## src/rtl/imm_pkg.sv

```systemverilog
// Shared encodings for the ID/EX immediate generator stage.
package imm_pkg;

  localparam int XLEN_DEFAULT = 32;

  typedef enum logic [2:0] {
    IMM_U    = 3'b000,
    IMM_J    = 3'b001,
    IMM_S    = 3'b010,
    IMM_B    = 3'b011,
    IMM_I    = 3'b100,
    IMM_SFT  = 3'b101,
    IMM_ZIMM = 3'b110,
    IMM_IU   = 3'b111
  } imm_sel_e;

  typedef enum logic [1:0] {
    EMPTY = 2'd0,
    ONE   = 2'd1,
    TWO   = 2'd2
  } state_e;

endpackage

```

## src/rtl/imm_gen_stage_if.sv

```systemverilog
// Valid/ready bus between ID (master) and the immediate stage (slave) and on to EX.
interface imm_gen_stage_if #(
  parameter int XLEN  = 32,
  parameter int TAG_W = 32
);
  logic             in_valid;
  logic             in_ready;
  logic [24:0]      in_bits;
  logic [2:0]       imm_sel;
  logic [TAG_W-1:0] in_tag;
  logic             out_valid;
  logic             out_ready;
  logic [XLEN-1:0]  out_imm;
  logic [TAG_W-1:0] out_tag;
  logic             shamt_err;

  modport master (
    output in_valid, in_bits, imm_sel, in_tag, out_ready,
    input  in_ready, out_valid, out_imm, out_tag, shamt_err
  );

  modport slave (
    input  in_valid, in_bits, imm_sel, in_tag, out_ready,
    output in_ready, out_valid, out_imm, out_tag, shamt_err
  );
endinterface

```

## src/rtl/imm_format_decode.sv

```systemverilog
// Combinational instr[31:7] -> XLEN immediate decode, plus illegal-shamt flag.
module imm_format_decode import imm_pkg::*; #(
  parameter int XLEN = XLEN_DEFAULT
) (
  input  logic [24:0]     in_i,
  input  imm_sel_e        sel_i,
  output logic [XLEN-1:0] imm_o,
  output logic            shamt_err_o
);
  logic sgn;
  assign sgn = in_i[24];

  // Signed formats preload the sign across XLEN, then overwrite the field bits.
  always_comb begin
    imm_o       = '0;
    shamt_err_o = 1'b0;
    case (sel_i)
      IMM_U: begin
        imm_o       = {XLEN{sgn}};
        imm_o[31:0] = {in_i[24:5], 12'b0};
      end
      IMM_J: begin
        imm_o       = {XLEN{sgn}};
        imm_o[20:0] = {in_i[24], in_i[12:5], in_i[13], in_i[23:14], 1'b0};
      end
      IMM_S: begin
        imm_o       = {XLEN{sgn}};
        imm_o[11:0] = {in_i[24:18], in_i[4:0]};
      end
      IMM_B: begin
        imm_o       = {XLEN{sgn}};
        imm_o[12:0] = {in_i[24], in_i[0], in_i[23:18], in_i[4:1], 1'b0};
      end
      IMM_I: begin
        imm_o       = {XLEN{sgn}};
        imm_o[11:0] = in_i[24:13];
      end
      IMM_SFT: begin
        if (XLEN == 32) begin
          imm_o[4:0]  = in_i[17:13];
          shamt_err_o = in_i[18];
        end else begin
          imm_o[5:0]  = in_i[18:13];
        end
      end
      IMM_ZIMM: imm_o[4:0]  = in_i[12:8];
      IMM_IU:   imm_o[11:0] = in_i[24:13];
      default:  imm_o       = '0;
    endcase
  end
endmodule

```

## src/rtl/imm_gen_stage.sv

```systemverilog
// Registered immediate generator with a 2-entry skid buffer; decode happens before storage.
module imm_gen_stage import imm_pkg::*; #(
  parameter int XLEN  = XLEN_DEFAULT,
  parameter int TAG_W = 32
) (
  input  logic          clk_i,
  input  logic          rst_ni,
  input  logic          flush_i,
  imm_gen_stage_if.slave bus
);
  typedef struct packed {
    logic [XLEN-1:0]  imm;
    logic [TAG_W-1:0] tag;
    logic             err;
  } entry_t;

  state_e          state_q;
  entry_t          main_q, skid_q, entry_d;
  logic            in_ready_q;
  logic            accept, pop;
  logic [XLEN-1:0] dec_imm;
  logic            dec_err;

  imm_format_decode #(.XLEN(XLEN)) u_dec (
    .in_i        (bus.in_bits),
    .sel_i       (imm_sel_e'(bus.imm_sel)),
    .imm_o       (dec_imm),
    .shamt_err_o (dec_err)
  );

  assign entry_d = '{imm: dec_imm, tag: bus.in_tag, err: dec_err};
  assign accept  = bus.in_valid & in_ready_q;
  assign pop     = (state_q != EMPTY) & bus.out_ready;

  // Flush only clears occupancy; stale main_q is masked by out_valid.
  always_ff @(posedge clk_i) begin
    if (!rst_ni) begin
      state_q    <= EMPTY;
      main_q     <= '0;
      skid_q     <= '0;
      in_ready_q <= 1'b1;
    end else if (flush_i) begin
      state_q    <= EMPTY;
      in_ready_q <= 1'b1;
    end else begin
      case (state_q)
        EMPTY: if (accept) begin
          main_q  <= entry_d;
          state_q <= ONE;
        end
        ONE: begin
          if (accept && pop) begin
            main_q <= entry_d;
          end else if (accept) begin
            skid_q     <= entry_d;
            state_q    <= TWO;
            in_ready_q <= 1'b0;
          end else if (pop) begin
            state_q <= EMPTY;
          end
        end
        TWO: if (pop) begin
          main_q     <= skid_q;
          state_q    <= ONE;
          in_ready_q <= 1'b1;
        end
        default: begin
          state_q    <= EMPTY;
          in_ready_q <= 1'b1;
        end
      endcase
    end
  end

  assign bus.in_ready  = in_ready_q;
  assign bus.out_valid = (state_q != EMPTY);
  assign bus.out_imm   = main_q.imm;
  assign bus.out_tag   = main_q.tag;
  assign bus.shamt_err = main_q.err;
endmodule

```

## src/flat_wrapper.sv

```systemverilog
// flat-port wrapper written by rule: the top's interface ports become plain ports
module imm_gen_stage_flat import imm_pkg::*;
#(
  parameter int XLEN  = XLEN_DEFAULT,
  parameter int TAG_W = 32
)
  (clk_i, rst_ni, flush_i, bus_in_valid, bus_in_bits, bus_imm_sel, bus_in_tag, bus_out_ready, bus_in_ready, bus_out_valid, bus_out_imm, bus_out_tag, bus_shamt_err);
  imm_gen_stage_if #(.XLEN(XLEN), .TAG_W(TAG_W)) bus_i ();
  input  logic clk_i;
  input  logic rst_ni;
  input  logic flush_i;
  input wire logic [$bits(bus_i.in_valid)-1:0] bus_in_valid;
  input wire logic [$bits(bus_i.in_bits)-1:0] bus_in_bits;
  input wire logic [$bits(bus_i.imm_sel)-1:0] bus_imm_sel;
  input wire logic [$bits(bus_i.in_tag)-1:0] bus_in_tag;
  input wire logic [$bits(bus_i.out_ready)-1:0] bus_out_ready;
  output wire logic [$bits(bus_i.in_ready)-1:0] bus_in_ready;
  output wire logic [$bits(bus_i.out_valid)-1:0] bus_out_valid;
  output wire logic [$bits(bus_i.out_imm)-1:0] bus_out_imm;
  output wire logic [$bits(bus_i.out_tag)-1:0] bus_out_tag;
  output wire logic [$bits(bus_i.shamt_err)-1:0] bus_shamt_err;
  assign bus_i.in_valid = bus_in_valid;
  assign bus_i.in_bits = bus_in_bits;
  assign bus_i.imm_sel = bus_imm_sel;
  assign bus_i.in_tag = bus_in_tag;
  assign bus_i.out_ready = bus_out_ready;
  assign bus_in_ready = bus_i.in_ready;
  assign bus_out_valid = bus_i.out_valid;
  assign bus_out_imm = bus_i.out_imm;
  assign bus_out_tag = bus_i.out_tag;
  assign bus_shamt_err = bus_i.shamt_err;
  imm_gen_stage #(.XLEN(XLEN), .TAG_W(TAG_W)) u_core (.clk_i(clk_i), .rst_ni(rst_ni), .flush_i(flush_i), .bus(bus_i));
endmodule
```

## config.mk

```make
export PLATFORM = sky130hd
export DESIGN_NAME = imm_gen_stage_flat
export DESIGN_NICKNAME = d
export VERILOG_FILES = /design/src/rtl/imm_pkg.sv /design/src/rtl/imm_gen_stage_if.sv /design/src/rtl/imm_format_decode.sv /design/src/rtl/imm_gen_stage.sv /design/src/flat_wrapper.sv
export SDC_FILE = /design/constraint.sdc
export NUM_CORES = 1
export LEC_CHECK = 0
export CORE_MARGIN = 10
export CORE_UTILIZATION = 50
export CTS_CLUSTER_DIAMETER = 200
export DETAILED_ROUTE_END_ITERATION = 6
export PLACE_DENSITY = 0.85
export SLEW_MARGIN = 20
export SYNTH_ARGS = -nofsm -noshare
export SYNTH_HDL_FRONTEND = slang
export SYNTH_SLANG_ARGS = --single-unit
```

## constraint.sdc

```tcl
create_clock -name clk_i -period 2.23 [get_ports clk_i]
set_clock_uncertainty 0.15 [all_clocks]
set_input_delay 0.446 -clock clk_i [delete_from_list [all_inputs] [get_ports clk_i]]
set_output_delay 0.446 -clock clk_i [all_outputs]
set_load 0.01 [all_outputs]
```

==> After elaboration in Yosys (flattened, before gate mapping) <==
Cells that the tools add are included.
{ "word_totals": {"reg_bits": 133, "wordCells": 62} }
{ "op_classes": {"n_eq_ne": 15, "muxes": 19, "bitwise": 6, "reduce_logical": 14} }
{ "op_table": {"columns": ["operator", "n"], "rows": [
  ["two-way mux 65 bit", 3],
  ["one-hot mux 65 bit (3 select lines)", 1],
  ["one-hot mux 20 bit (3 select lines)", 1],
  ["one-hot mux 5 bit (6 select lines)", 1],
  ["one-hot mux 6 bit (3 select lines)", 1],
  ["equality test 3 bit, second input constant", 4],
  ["AND reduction 4 bit", 3],
  ["two-way mux 2 bit", 5],
  ["OR reduction 3 bit", 3],
  ["!= test 2 x 1 -> 1 bit, second input constant", 4],
  ["equality test 3 x 2 -> 1 bit, second input constant", 2],
  ["one-hot mux 2 bit (3 select lines)", 1],
  ["two-way mux 1 bit", 5],
  ["AND reduction 5 bit", 1],
  ["OR reduction 5 bit", 1],
  ["inverter 1 bit", 4],
  ["equality test 3 x 1 -> 1 bit, second input constant", 1],
  ["zero test 3 bit", 1],
  ["!= test 3 x 1 -> 1 bit, second input constant", 1],
  ["one-hot mux 1 bit (3 select lines)", 1],
  ["nonzero test 3 bit", 1],
  ["bitwise AND 1 bit", 2],
  ["equality test 2 x 1 -> 1 bit, second input constant", 1],
  ["equality test 2 bit, second input constant", 1],
  ["other kinds (5)", 5]
]} }

==> Logic depth before layout (Yosys ltp) <==
{ "logic_depth": {"ltp_word": 6, "mapped_depth": 7, "ltp_nobuf": 4} }

==> Cells and area by module <==
From an unflattened synthesis, not the netlist that was laid out.
{ "hier_totals": {"cells_unflattened": 663, "hier_area_um2": 6115.9} }
{ "modules_own_cells": {"columns": ["module", "instances", "cells_per_inst", "area_per_inst_um2", "seq_area_each_um2"], "rows": [
  ["imm_gen_stage", 1, 594, 5571.6, 2662.6],
  ["imm_format_decode", 1, 69, 544.3, 0.0]
]} }

==> Least setup slack after synthesis <==
OpenSTA, ideal clock, no wires.
{ "synth_timing": {"path_type": "input port to flip-flop", "from": "input bus_imm_sel[1]", "to": "register u_core.main_q, in the netlist u_core.bus.out_imm[12]", "setup_ns": 0.059, "arrival_time_ns": 1.649, "setup_slack_ns": 0.372, "cell_stages": 5, "path_buffers": 2, "path_cell_list": "buf_2 > buf_2 > nand3b_1 > o21ai_1 > o221a_2"} }
{ "synth_between": {"elab_chain_cells": 5} }
{ "synth_rtl": {"columns": ["element", "line_no", "source"], "rows": [
  ["start: declaration", "flat_wrapper.sv:14", "input wire logic [$bits(bus_i.imm_sel)-1:0] bus_imm_sel;"],
  ["equality test 3 bit or equality test 3 x 2 -> 1 bit (tied branches)", "imm_format_decode.sv:17", "case (sel_i)"],
  ["OR reduction 3 bit (no source line)", null, null],
  ["one-hot mux 20 bit (3 select lines) *", "imm_format_decode.sv:17", null],
  ["two-way mux 65 bit, on equally long branches", "imm_gen_stage.sv:52, imm_gen_stage.sv:47", null],
  ["one-hot mux 65 bit (3 select lines) *", "imm_gen_stage.sv:46", "case (state_q)"],
  ["end signal: assignment", "imm_gen_stage.sv:48", "main_q <= entry_d;"],
  ["end signal: assignment", "imm_gen_stage.sv:53", "main_q <= entry_d;"],
  ["end signal: assignment", "imm_gen_stage.sv:63", "main_q <= skid_q;"],
  ["end: declaration", "imm_gen_stage.sv:18", "entry_t main_q, skid_q, entry_d;"]
]} }
Every way passes the cells marked *; elsewhere a longest branch is shown, timed or not. The select of a mux whose other input is x is not followed.
A chain may end at the register's enable or synchronous reset.

==> Worst setup path after layout <==
{ "layout_timing": {"from": "register u_core.state_q[1]", "to": "output bus_out_valid"} }
{ "layout_between": {"elab_chain_cells": 1} }
{ "layout_rtl": {"columns": ["element", "line_no", "source"], "rows": [
  ["start: declaration", "imm_gen_stage.sv:17", "state_e state_q;"],
  ["start signal: assignment", "imm_gen_stage.sv:38", "state_q <= EMPTY;"],
  ["start signal: assignment", "imm_gen_stage.sv:43", "state_q <= EMPTY;"],
  ["start signal: assignment", "imm_gen_stage.sv:49", "state_q <= ONE;"],
  ["nonzero test 2 bit", "imm_gen_stage.sv:76", "assign bus.out_valid = (state_q != EMPTY);"],
  ["end: declaration", "flat_wrapper.sv:18", "output wire logic [$bits(bus_i.out_valid)-1:0] bus_out_valid;"]
]} }
No other way between the ends.

==> results.json <==
{
  "status": "finished clean",
  "vias": 6008,
  "worst_hold_slack_ns": 0.238,
  "syn-num-nets": 773,
  "cpPeakStageDelay_ns": 0.49,
  "crit_path_end": "bus_out_valid",
  "grt_pass1_vias": 5985,
  "crit_buf_inv": 1,
  "rsz0062_at_grt": "no",
  "h-tree-depth": 4,
  "cp.depth": 2,
  "grt_usage_pct": 21.9,
  "worst_slew_pin_slew_ns": 0.527,
  "final.min_clock_period_ns": 2.18,
  "cp-start-kind": "register",
  "r2r_cells": 6,
  "worstSetupPathType": "reg2out",
  "yosysWarnings": 0,
  "cap_violations": 0,
  "hold_viol_final": 0,
  "setup_tns_ns": 0,
  "required_ns": 1.63,
  "hpwlAfterDp_mm": 12.4,
  "cts_tree": "done",
  "power_leakage_nw": 2.99,
  "die_h_um": 127,
  "critPathSlowestCell": "clkdlybuf4s50_1",
  "grt-ovfl-total": 0,
  "r2r_start": "u_core.state_q[1]$_SDFFE_PP0P_",
  "ys_types": 45,
  "finalWirelength_mm": 18.2,
  "wl_per_cell_um": 18.3,
  "p_total_mw": 6.30,
  "grt_max_degree": 46,
  "crit_start": "u_core.state_q[1]$_SDFFE_PP0P_",
  "cp_cell_sequence": "or2_2, clkdlybuf4s50_1",
  "syn_avg_cell_area_um2": 8.02,
  "fp-row-count": 38,
  "boundaryPins": 132,
  "place_congestion": 0.880,
  "ys.flop_type": "dfxtp_1",
  "viasPerCell": 6.04,
  "crit_family": "buffers and inverters",
  "path_clk_slew_ns": 0.06,
  "hp-start": "bus_out_ready",
  "async_reset_ff_share_pct": 0,
  "setup_slack_ns": 0.0516,
  "max_freq_ghz": 0.459,
  "hold_buffers": 0,
  "place_area_mm2": 0.00737,
  "num_antenna_cells": 0,
  "r2r_end": "u_core.bus.out_imm[1]$_SDFFE_PN0P_",
  "synthesis.instances": 708,
  "fillers": 817,
  "dieArea_mm2": 0.0160,
  "drive_above_1_share_pct": 13.5,
  "fin_crit_sh_pct": 97.7,
  "cp.arrival_ns": 1.58,
  "clock_latency_ns": 0.41,
  "coreArea_mm2": 0.0110,
  "dp_slack_ns": -0.616,
  "synth_seq_cells": 133,
  "grtUsageMet3_pct": 4.79,
  "numCtsBuffers": 17,
  "clock-sinks": 133,
  "grt_pass1_wl_mm": 29.4,
  "grtUsageMet1_pct": 24.8,
  "power.density_mw_per_mm2": 781,
  "synth-edff-count": 0,
  "drtAntennaViolNets": 0,
  "final_core_util_pct": 73.5,
  "detail_route.drc_violations": 0,
  "die_w_um": 127,
  "area_growth_pct": 42.1,
  "slew_violations": 0,
  "synthesis.area_mm2": 0.00568,
  "clockBufferDepth": 2,
  "slew_headroom_pct": 64.6,
  "r2r_slack_ns": 0.21,
  "crit_fanout": 9,
  "peakVddDrop_uv": 598,
  "first_pass_iters": 6,
  "port_buffers": 131,
  "drt_iter0_drc": 801,
  "synth-seq-area-share_pct": 46.9,
  "antenna_found_initial": 0,
  "finalNetCount": 908,
  "met2_usage_pct": 37.9,
  "setup.worst_path.end_class": "output port",
  "grt_busiest_layer": "met2",
  "placed_cells": 961,
  "start_util_pct": 51.7,
  "fin_area_mm2": 0.00807,
  "setup_violations": 0,
  "stdcell_count": 995,
  "cts_root_buf": "clkbuf_16",
  "hold_path_class": "in2reg"
}
cells by family (layout without fill, tap and decap cells):
logic type	after synthesis	in the layout	synth area share, %
buffers and inverters	68	215	5.18
and+or+nand+nor	277	277	20.9
muxes	3	3	0.551
DFF	133	133	46.9
AOI/OAI and AO/OA	225	225	26.2
xor gates and xnor gates	2	2	0.308
cell usage in the layout (no fill, tap or decap), types with 3 or more instances in the layout:
cell type,instances
o21ai_0,21
clkinv_2,3
nand3_1,13
o31ai_1,4
nand2b_1,13
nand2_1,173
a21oi_1,91
or2_2,3
dfxtp_1,131
a31oi_1,9
nor3_1,3
clkinv_4,3
a22oi_1,6
o221a_2,18
nor2_1,50
clkdlybuf4s50_1,128
buf_12,9
or3_1,5
clkbuf_16,17
o22ai_1,28
nand3b_1,6
a311oi_1,36
buf_4,39
a211oi_1,3
bufinv_16,4
sequential cells by signal (all words and copies together), names as in the netlist:
name and flops:
u_core.bus.shamt_err 1, u_core.state_q 2, u_core.bus.out_imm 32, u_core.bus.out_tag 32, u_core.bus.in_ready 1, u_core.skid_q 65
timing repair:
action / in CTS / in global routing
buffers inserted: 2 / 0
cloned: 1 / 0
endpoints found under the setup margin: 44 / 43
resized for setup: 2 / 5
pin swaps: 1 / 0
final cells by class:
cell class | instances | area [µm²] | share of cell area, %
inverter | 3 | 11.3 | 0.140
clock buffer | 19 | 453 | 5.61
tap | 140 | 175 | 2.17
clock inverter | 12 | 178 | 2.20
timing repair buffer | 181 | 1830 | 22.7
multi-input combinational | 507 | 2760 | 34.2
sequential | 133 | 2670 | 33.0
Yosys cell counts (2+ instances only):
| library cell | n | area share (%) |
|---|---|---|
| a211oi_1 | 3 | 0.40 |
| a21oi_1 | 91 | 8.0 |
| a22oi_1 | 6 | 0.79 |
| a311oi_1 | 37 | 5.7 |
| a31oi_1 | 9 | 0.99 |
| buf_1 | 4 | 0.26 |
| buf_2 | 22 | 1.9 |
| clkbuf_1 | 37 | 2.4 |
| dfxtp_1 | 133 | 47 |
| inv_1 | 2 | 0.13 |
| mux2i_1 | 2 | 0.35 |
| nand2_1 | 173 | 11 |
| nand2b_1 | 14 | 1.5 |
| nand3_1 | 13 | 1.1 |
| nand3b_1 | 6 | 0.79 |
| nor2_1 | 50 | 3.3 |
| nor2b_1 | 2 | 0.22 |
| nor3_1 | 3 | 0.26 |
| o211ai_1 | 2 | 0.26 |
| o21ai_0 | 21 | 1.9 |
| o221a_2 | 18 | 3.6 |
| o22ai_1 | 28 | 3.1 |
| o31ai_1 | 4 | 0.53 |
| or2_2 | 3 | 0.33 |
| or3_1 | 5 | 0.55 |
report_power, final:
group / total [mW] / switching (mW) / leakage, nW / internal, mW
Combinational: 0.815 / 0.391 / 1.60 / 0.424
Sequential: 2.52 / 0.0532 / 1.08 / 2.47
Clock: 2.97 / 1.04 / 0.309 / 1.93
metal layers:
| layer | share of wire, % | vias to the layer above | routed length, µm |
|---|---|---|---|
| li1 | - | 2800 | - |
| met1 | 39 | 2853 | 7050 |
| met2 | 51 | 299 | 9340 |
| met3 | 7.1 | 56 | 1290 |
| met4 | 2.7 | 0 | 489 |
| met5 | 0 | - | 0 |
worst min-delay path by stage:
stage	end	slack, ns	cells after the start
after detailed placement	u_core.skid_q[0]$_SDFFE_PN0P_	0.30	2
after global placement	u_core.skid_q[40]$_SDFFE_PN0P_	0.29	2
final	u_core.state_q[1]$_SDFFE_PP0P_	0.24	2
after global routing	u_core.state_q[1]$_SDFFE_PP0P_	0.23	2
after CTS	u_core.skid_q[0]$_SDFFE_PN0P_	0.30	2
after floorplan	u_core.skid_q[38]$_SDFFE_PN0P_	0.28	2
Note: power is estimated with default switching activity, not from simulation.
